==> src/rtl/addsub_sequencer.sv <==
// rtl/addsub_sequencer.sv - serial add/subtract, one 2-bit slice per cycle, LSB pair first
// Define ADDSUB_SEQ_OVF_EN to build the signed-overflow flag; otherwise ovf is tied to 0.
module addsub_sequencer #(
  parameter int WIDTH = 8
) (
  input  logic             clk,
  input  logic             reset,
  input  logic             start,
  input  logic             sub,
  input  logic [WIDTH-1:0] a,
  input  logic [WIDTH-1:0] b,
  output logic             busy,
  output logic             done,
  output logic [WIDTH-1:0] result,
  output logic             cout,
  output logic             ovf
);

  localparam int STEPS = WIDTH / 2;
  localparam int STEPW = (STEPS > 1) ? $clog2(STEPS) : 1;
  localparam logic [STEPW-1:0] LAST_STEP = STEPW'(STEPS - 1);

  typedef enum logic [1:0] {
    IDLE = 2'd0,
    RUN  = 2'd1,
    DONE = 2'd2
  } state_t;

  state_t state, state_next;

  logic [WIDTH-1:0] a_q, b_q;
  logic             sub_q;
  logic [STEPW-1:0] step;
  logic             carry;

  logic [1:0] a_pair, b_pair, sum_pair;
  logic       c_mid, c_slice;
  logic       last_step;

  // Subtract feeds the inverted B pair; the +1 arrives as carry-in of step 0.
  always_comb begin
    a_pair    = a_q[{step, 1'b0} +: 2];
    b_pair    = b_q[{step, 1'b0} +: 2] ^ {2{sub_q}};
    sum_pair  = '0;
    sum_pair[0] = a_pair[0] ^ b_pair[0] ^ carry;
    c_mid       = (a_pair[0] & b_pair[0]) | (a_pair[0] & carry) | (b_pair[0] & carry);
    sum_pair[1] = a_pair[1] ^ b_pair[1] ^ c_mid;
    c_slice     = (a_pair[1] & b_pair[1]) | (a_pair[1] & c_mid) | (b_pair[1] & c_mid);
    last_step   = (step == LAST_STEP);
  end

  always_ff @(posedge clk or posedge reset) begin
    if (reset) begin
      state <= IDLE;
    end else begin
      state <= state_next;
    end
  end

  always_comb begin
    state_next = state;
    busy       = 1'b0;
    done       = 1'b0;
    case (state)
      IDLE: begin
        if (start) state_next = RUN;
      end
      RUN: begin
        busy = 1'b1;
        if (last_step) state_next = DONE;
      end
      DONE: begin
        done       = 1'b1;
        state_next = start ? RUN : IDLE;
      end
      default: state_next = IDLE;
    endcase
  end

  always_ff @(posedge clk or posedge reset) begin
    if (reset) begin
      a_q    <= '0;
      b_q    <= '0;
      sub_q  <= 1'b0;
      step   <= '0;
      carry  <= 1'b0;
      result <= '0;
      cout   <= 1'b0;
    end else begin
      case (state)
        IDLE, DONE: begin
          if (start) begin
            a_q    <= a;
            b_q    <= b;
            sub_q  <= sub;
            step   <= '0;
            carry  <= sub;
            result <= '0;
            cout   <= 1'b0;
          end
        end
        RUN: begin
          result[{step, 1'b0} +: 2] <= sum_pair;
          carry                     <= c_slice;
          if (last_step) begin
            step <= '0;
            cout <= c_slice;
          end else begin
            step <= step + 1'b1;
          end
        end
        default: begin
          step <= '0;
        end
      endcase
    end
  end

`ifdef ADDSUB_SEQ_OVF_EN
  // Signed overflow: carry into the MSB differs from carry out of it.
  logic ovf_q;

  always_ff @(posedge clk or posedge reset) begin
    if (reset) begin
      ovf_q <= 1'b0;
    end else if (state != RUN) begin
      if (start) ovf_q <= 1'b0;
    end else if (last_step) begin
      ovf_q <= c_mid ^ c_slice;
    end
  end

  assign ovf = ovf_q;
`else
  assign ovf = 1'b0;
`endif

endmodule
==> config.mk <==
export PLATFORM = sky130hd
export DESIGN_NAME = addsub_sequencer
export DESIGN_NICKNAME = d
export VERILOG_FILES = /design/src/rtl/addsub_sequencer.sv
export SDC_FILE = /design/constraint.sdc
export NUM_CORES = 1
export LEC_CHECK = 0
export CORE_ASPECT_RATIO = 0.7
export CORE_MARGIN = 5
export CORE_UTILIZATION = 30
export DETAILED_ROUTE_END_ITERATION = 12
export PLACE_DENSITY_LB_ADDON = 0.1
export SKIP_LAST_GASP = 1
export SLEW_MARGIN = 0
export SYNTH_ARGS = -nofsm -noshare
export SYNTH_HDL_FRONTEND = slang
export SYNTH_SLANG_ARGS = --single-unit
==> constraint.sdc <==
create_clock -name clk -period 2.7 [get_ports clk]
set_input_delay 0.54 -clock clk [delete_from_list [all_inputs] [get_ports clk]]
set_output_delay 0.54 -clock clk [all_outputs]
set_load 0.02 [all_outputs]
Yosys cells after proc, flatten, opt, wreduce, memory -nomap -nowiden
Index checks and enable logic that the tools add are counted.

word-level totals
  output and inout bits = 12
  memory bits (writable) = 0
  bits in latches = 0
  memories = 0
  bits in read-only memories = 0
  register bits after elaboration = 31

cells by class
  equal/unequal tests = 6
  shift-type cells = 4
  reduce and logical (&&, ||, !) cells = 7
  bitwise operators = 15
  multipliers = 0
  divide/modulo/power cells = 0
  muxes and demuxes = 17
  $add $sub $neg = 2
  order comparisons = 0

operator list
  kind                   count
  $pmux 8 s2             1
  $shiftx 8x4->2         2
  $bwmux 8               1
  $mux 2                 4
  $mux 8                 1
  $shift 2x5->8 const A  1
  $shiftx 2x5->8         1
  $and 1x1->1            6
  $mux 1                 6
  $ne 2x2->1 const B     3
  $pmux 2 s3             1
  $reduce_and 2->1       3
  $neg 3->5              1
  $eq 2x2->1 const B     2
  $or 1x1->1             4
  $pmux 1 s2             2
  $pmux 2 s2             1
  $xor 1x1->1            4
  $reduce_and 3->1       1
  $add 2x1->2 const B    1
  $eq 2x1->1 const B     1
  $logic_not 2->1        1
  $reduce_bool 2->1      1
  $reduce_or 2->1        1
  $xor 2x2->2            1

Longest topological paths before layout
Gate-level depths: netlist of the first run.

  word-level depth = 10
  depth in mapped cells = 9
  mapped depth without buffers = 8

Worst setup path after synthesis of the first run
OpenSTA, ideal clock, no wires.

  path type = register to register
  start point = register step[0]
  end point = register result[7]
  slack = 0.200 ns
  setup time = 0.096 ns
  arrival = 2.404 ns
  data required time = 2.604 ns
  stages on the path, launching flop included = 10
  cell sequence = dfrtp_1 > buf_6 > mux4_2 > xnor2_1 > fa_1 > inv_1 > fa_1 > inv_1 > or2_2 > o31ai_1

on the way
  word-level cells in the longest chain between the ends = 9
  elaborated cells on any way between the ends = 17
  those cells by class = add/sub: 1; shift: 4; mux: 2; bitwise: 10

RTL lines
  item                             line  source
  from (decl)                      33    logic [STEPW-1:0] step;
  from (signal assigned)           109   step <= step + 1'b1;
  $shiftx 8x4->2                   43    b_pair = b_q[{step, 1'b0} +: 2] ^ {2{sub_q}};
  $xor 2x2->2                      43
  $and 1x1->1                      46    c_mid = (a_pair[0] & b_pair[0]) | (a_pair[0] & carry) | (b_pair[0] & carry);
  $or 1x1->1 (2 in series)         46
  $xor 1x1->1                      47    sum_pair[1] = a_pair[1] ^ b_pair[1] ^ c_mid;
  $shiftx 2x5->8                   103   result[{step, 1'b0} +: 2] <= sum_pair;
  $bwmux 8 (*)                     103
  $pmux 8 s2 (*)                   90    case (state)
  to (signal, indexed assignment)  103
  to (decl)                        14    output logic [WIDTH-1:0] result,

Mark *: on every way between the ends. The rest lies on a longest branch, timed or not.
A chain may end at the register's enable or synchronous reset.

Worst setup path after layout of the first run
Ends and elaborated chain as after synthesis.

==> flow_summary.ini, run 1 <==
[placed_design]
dpl_cell_area_um2 = 1860
dp_slack_ns = 0.123
gp_congestion = 0.775
port_buffers = 30
hpwl_mm = 2.56

[finish]
antenna_cells = 0
final_util_pct = 40.7
ff_latch_area_um2 = 777
nets = 209
multi_input_area_um2 = 624
areaGrowthSynthToFinish_pct = 31.1
design_area_um2 = 1940
layout-drive-gt1-share_pct = 9.24
fillers = 502

[synthesis]
yosys-top-cells-area = dfrtp_1 (52%), nand2_1 (13%), mux4_2 (6.1%), ha_1 (3.4%), fa_1 (2.7%)
synth_cell_types = 27
synthArstFlopShare_pct = 100
syn_area_um2 = 1480
syn_nets = 174
ys_seq_area_share_pct = 52.3
synth_top_flop_cell = dfrtp_1
ys_ff_latch = 31
yosys_warnings = 0
syn_area_per_cell_um2 = 10.0
synth_area_leader_cell = dfrtp_1
synthCells = 148
yosysMostFrequentCell = nand2_1
yosysTopAreaCellShare_pct = 52.3
synth_common_cells = nand2_1 (53), dfrtp_1 (31), inv_1 (10), nand3_1 (5)
synth_enable_flop_cells = 0

[timing]
fmax_mhz = 399
grt_setup_unrepaired = no
fin_crit_ns = 2.51
timing_hold_violations_final = 0
worst_pin_slew_ns = 0.841
finalSetupViolCount = 0
tns_ns = 0
fin_crit_sh_pct = 92.9
maxSlewViolCount = 0
finClkSkew_ns = 0.00134
relSlewSlack_pct = 43.9
finalWorstSetupSlack_ns = 0.191

[grt]
grt_pass1_vias = 1163
grt_max_degree = 32
antenna_found_initial = 0
grt.overflow.total = 0
grt.total_usage_pct = 12.0
grt_pass1_wl_mm = 5.89

[clock_network]
htreeDepth = 2
cts_buffer_depth = 2
cts_tree = done
cts_sinks = 31
cts_hold_buf = 0
ctsResizeCount = 0
clk_pin_slew_ns = 0.06
ctsRootBufferMaster = clkbuf_8
cts_buffers = 5
postCtsSetupRepairBufs = 0
clk_latency_ns = 0.28

[die]
initial_core_util_pct = 31.0
die_width_um = 94.0
num_rows = 21
ios = 32
floorplan.die_area_um2 = 6470
fp.coreArea_um2 = 4780
die_y_um = 68.8

[power_and_ir_drop]
p_per_area_nw_per_um2 = 1200
p_total_w = 0.00234
p_leak_nw = 0.908
vdd_ir_drop_max_mv = 0.312

[routing]
ant_nets = 0
drc = 0
vias_per_cell = 4.48
wl_per_cell_um = 13.2
wl_mm = 3.34
vias = 1134
first_pass_iters = 4
drtIter0Drc = 61

[flow_run]
cap_violations = 0

[worst_setup_path]
cp-start-kind = register
path_class = register to register
path_max_fanout = 4
end_kind = register
arrival_ns = 2.69
required_ns = 2.88

[outcome]
outcome = completed

[min_path]
hp-class = register to register
-- sequential cells by signal, indices dropped and copies added, names as in the netlist --
register,flops
cout,1
step,2
b_q,8
a_q,8
sub_q,1
result,8
state,2
carry,1
-- metal layers --
layer  wire (um)  track usage (%)  vias up
met1        1720             17.1      556
met3         164             4.45        2
met2        1440             16.8       25
li1            -                -      551
met4          17             3.78        0
met5           0                0        -
-- worst max-delay path, stage by stage, from the launching register on --
cell	delay (ns)
dfrtp_2	0.42
mux4_2	0.54
xnor2_1	0.19
fa_1	0.19
inv_1	0.05
fa_1	0.47
inv_1	0.05
or2_2	0.30
o31ai_1	0.22
-- kinds of logic after synthesis --
| kind of cell | after synthesis | share of synthesized area [%] |
|---|---|---|
| buffers and inverters | 17 | 5.57 |
| other | 1 | 0.253 |
| adder cells (fa/ha/maj) | 6 | 6.08 |
| AND/OR/NAND/NOR | 72 | 20.9 |
| multiplexers | 4 | 6.08 |
| flip-flops | 31 | 52.3 |
| XOR/XNOR | 2 | 1.18 |
| AO/OA/AOI/OAI | 15 | 7.60 |
-- area by class of cell --
class	count	area share, %
clock buffers	7	3.93
clock inverters	1	0.257
inverters	10	1.93
multi-input cells	100	32.1
flip-flops and latches	31	40.0
well taps	69	4.44
repair buffers	35	17.4
-- layout by cell type (no fill, tap or decap), types with 3 or more instances in the layout --
cell / netlist / layout
nand2_1: 53 / 53
dfrtp_1: 31 / 30
clkdlybuf4s50_1: 0 / 30
inv_1: 10 / 10
nand3_1: 5 / 5
clkbuf_8: 0 / 5
buf_4: 2 / 5
o2bb2ai_1: 4 / 4
mux4_2: 4 / 4
ha_1: 4 / 4
nor2b_1: 3 / 3
nand2b_1: 3 / 3
nand3b_1: 3 / 3
o31ai_1: 3 / 3
-- where the power goes --
part,internal [W],leakage [nW],switching [W]
clock network,0.000181,0.0422,0.000164
registers,0.000663,0.395,0.000154
logic,0.000548,0.471,0.000626
-- path summary, 6_finish.rpt --
path	cells past startpoint	endpoint	from	slack, ns
min	2	b_q[5]	b_q[5]	0.48
max in group asynchronous	3	step[0]	reset	1.73
max	8	result[7]	step[0]	0.19
min reg2reg	2	b_q[5]	b_q[5]	0.48
max reg2reg	8	result[7]	step[0]	0.19
min in group asynchronous	3	a_q[0]	reset	0.65
-- per-stage QoR --
step	instances	hold WS, ns
detailed placement	245	0.459
floorplan	148	0.440
CTS	253	0.476
finish	253	0.476
global placement	245	0.467
global route	253	0.500
Power figures use the tool's default switching activity.
==> run 2: changes to the inputs <==
Clock period 2.7 ns to 3.1 ns, I/O delays scaled along.
==> run 2 against run 1 <==
Compared with the run above:
- count of clock-buffer cells in the layout stayed put
- final cell count is 1.2% lower
- via count is 1.8% lower
- sequential share of layout area is 0.43 points higher
- routed wire length is 2.8% lower
- maximum frequency is 9.7% lower
- clock power is 13% lower
- clock skew is 0.0021 ns higher
- utilization is 0.50 points lower
==> flow_summary.ini, run 2 (synthesized netlist as in run 1, its figures left out) <==
[min_path]
hp-class = register to register

[grt]
grt_max_degree = 32
grt.overflow.total = 0
grt.total_usage_pct = 11.6
antenna_found_initial = 0
grt_pass1_vias = 1206
grt_pass1_wl_mm = 5.76

[timing]
fin_crit_sh_pct = 89.6
finalSetupViolCount = 0
whs_ns = 0.476
tns_ns = 0
worst_pin_slew_ns = 0.842
timing_hold_violations_final = 0
fmax_mhz = 360
finClkSkew_ns = 0.00340
relSlewSlack_pct = 43.9
fin_crit_ns = 2.78
grt_setup_unrepaired = no
maxSlewViolCount = 0

[power_and_ir_drop]
p_sw_share_pct = 41.3
combPwrFrac_pct = 48.1
p_per_area_nw_per_um2 = 1020
intPower_w = 0.00115
power_frac_seq_pct = 36.6
vdd_ir_drop_max_mv = 0.280
power.switching_w = 0.000808
p_clk_share_pct = 15.3
p_leak_nw = 0.894

[die]
initial_core_util_pct = 31.0
fp.coreArea_um2 = 4780
die_width_um = 94.0
ios = 32
num_rows = 21
floorplan.die_area_um2 = 6470
die_y_um = 68.8

[worst_setup_path]
arrival_ns = 2.96
cp-start-kind = register
required_ns = 3.29
end_kind = register
path_class = register to register
path_max_fanout = 9

[clock_network]
cts_buffer_depth = 2
postCtsSetupRepairBufs = 0
cts_buffers = 5
cts_tree = done
cts_sinks = 31
clk_pin_slew_ns = 0.06
cts_hold_buf = 0
ctsRootBufferMaster = clkbuf_8
htreeDepth = 2
ctsResizeCount = 0
clk_latency_ns = 0.27

[placed_design]
dpl_cell_area_um2 = 1840
dp_cells = 242
gp_congestion = 0.796
port_buffers = 30
hpwl_mm = 2.31

[finish]
largestRegisters = a_q (8), b_q (8), result (8)
final_cells = 250
areaGrowthSynthToFinish_pct = 29.5
final_cell_mix = nand2_1 (53), dfrtp_1 (31), clkdlybuf4s50_1 (30), inv_1 (10)
design_area_um2 = 1920
layout-drive-gt1-share_pct = 7.18
antenna_cells = 0
fillers = 489
layout_commonest_cell = nand2_1
final_util_pct = 40.2
nets = 206

[routing]
first_pass_iters = 4
drc = 0
wl_mm = 3.25
wl_per_cell_um = 13.0
vias = 1114
drtIter0Drc = 48
ant_nets = 0
vias_per_cell = 4.46

[outcome]
outcome = completed

[flow_run]
cap_violations = 0
==> run 2: cell count changes in the layout (fill, tap and decap cells not counted) <==
cell | previous run | this run
dfrtp_1 | 30 | 31
dfrtp_2 | 1 | 0
buf_4 | 5 | 2
==> run 2: routing by layer <==
layer	vias to the layer above	global-route usage (%)	part of all wire, %
met3	4	3.80	4.2
met5	-	0	0
met1	540	15.1	51
met4	0	4.32	0.89
met2	23	18.1	44
li1	547	-	-
==> run 2: per-stage QoR <==
stage | setup WS [ns] | total power (W)
5_1_grt | 0.190 | 0.00212
2_1_floorplan | 0.600 | 0.00137
3_3_place_gp | 0.392 | 0.00164
3_5_place_dp | 0.314 | 0.00167
6_report | 0.322 | 0.00195
4_1_cts | 0.304 | 0.00198
==> run 2: critical path, stage by stage, from the launching register on <==
cell     delay (ns)
dfrtp_1        0.61
mux4_2         0.58
xnor2_1        0.19
fa_1           0.19
inv_1          0.05
fa_1           0.48
inv_1          0.07
or2_2          0.31
o31ai_1        0.21
==> run 2: cell type report <==
type	count	area (um2)	share of cell area (%)
flip-flops and latches	31	776	40.4
inverters	10	37.5	1.95
well taps	69	86.3	4.50
repair buffers	32	315	16.4
clock buffers	7	76.3	3.97
multi-input cells	100	624	32.5
clock inverters	1	5.00	0.261
==> run 2: final timing paths <==
check / slack [ns] / start / end / cells after the start
worst max-delay path: 0.32 / step[0] / result[7] / 8
worst min-delay path: 0.48 / b_q[5] / b_q[5] / 2
worst max register to register: 0.32 / step[0] / result[7] / 8
worst min register to register: 0.48 / b_q[5] / b_q[5] / 2
max in group asynchronous: 2.07 / reset / step[1] / 3
min in group asynchronous: 0.73 / reset / a_q[0] / 3
==> run 2: power by group through the flow <==
stage               Sequential (W)  Combinational, W  Clock (W)
floorplan                 0.000703          0.000668          0
global placement          0.000726          0.000918          0
detailed placement        0.000725          0.000940          0
CTS                       0.000721          0.000942   0.000315
global route              0.000747           0.00105   0.000328
finish                    0.000716          0.000940   0.000300
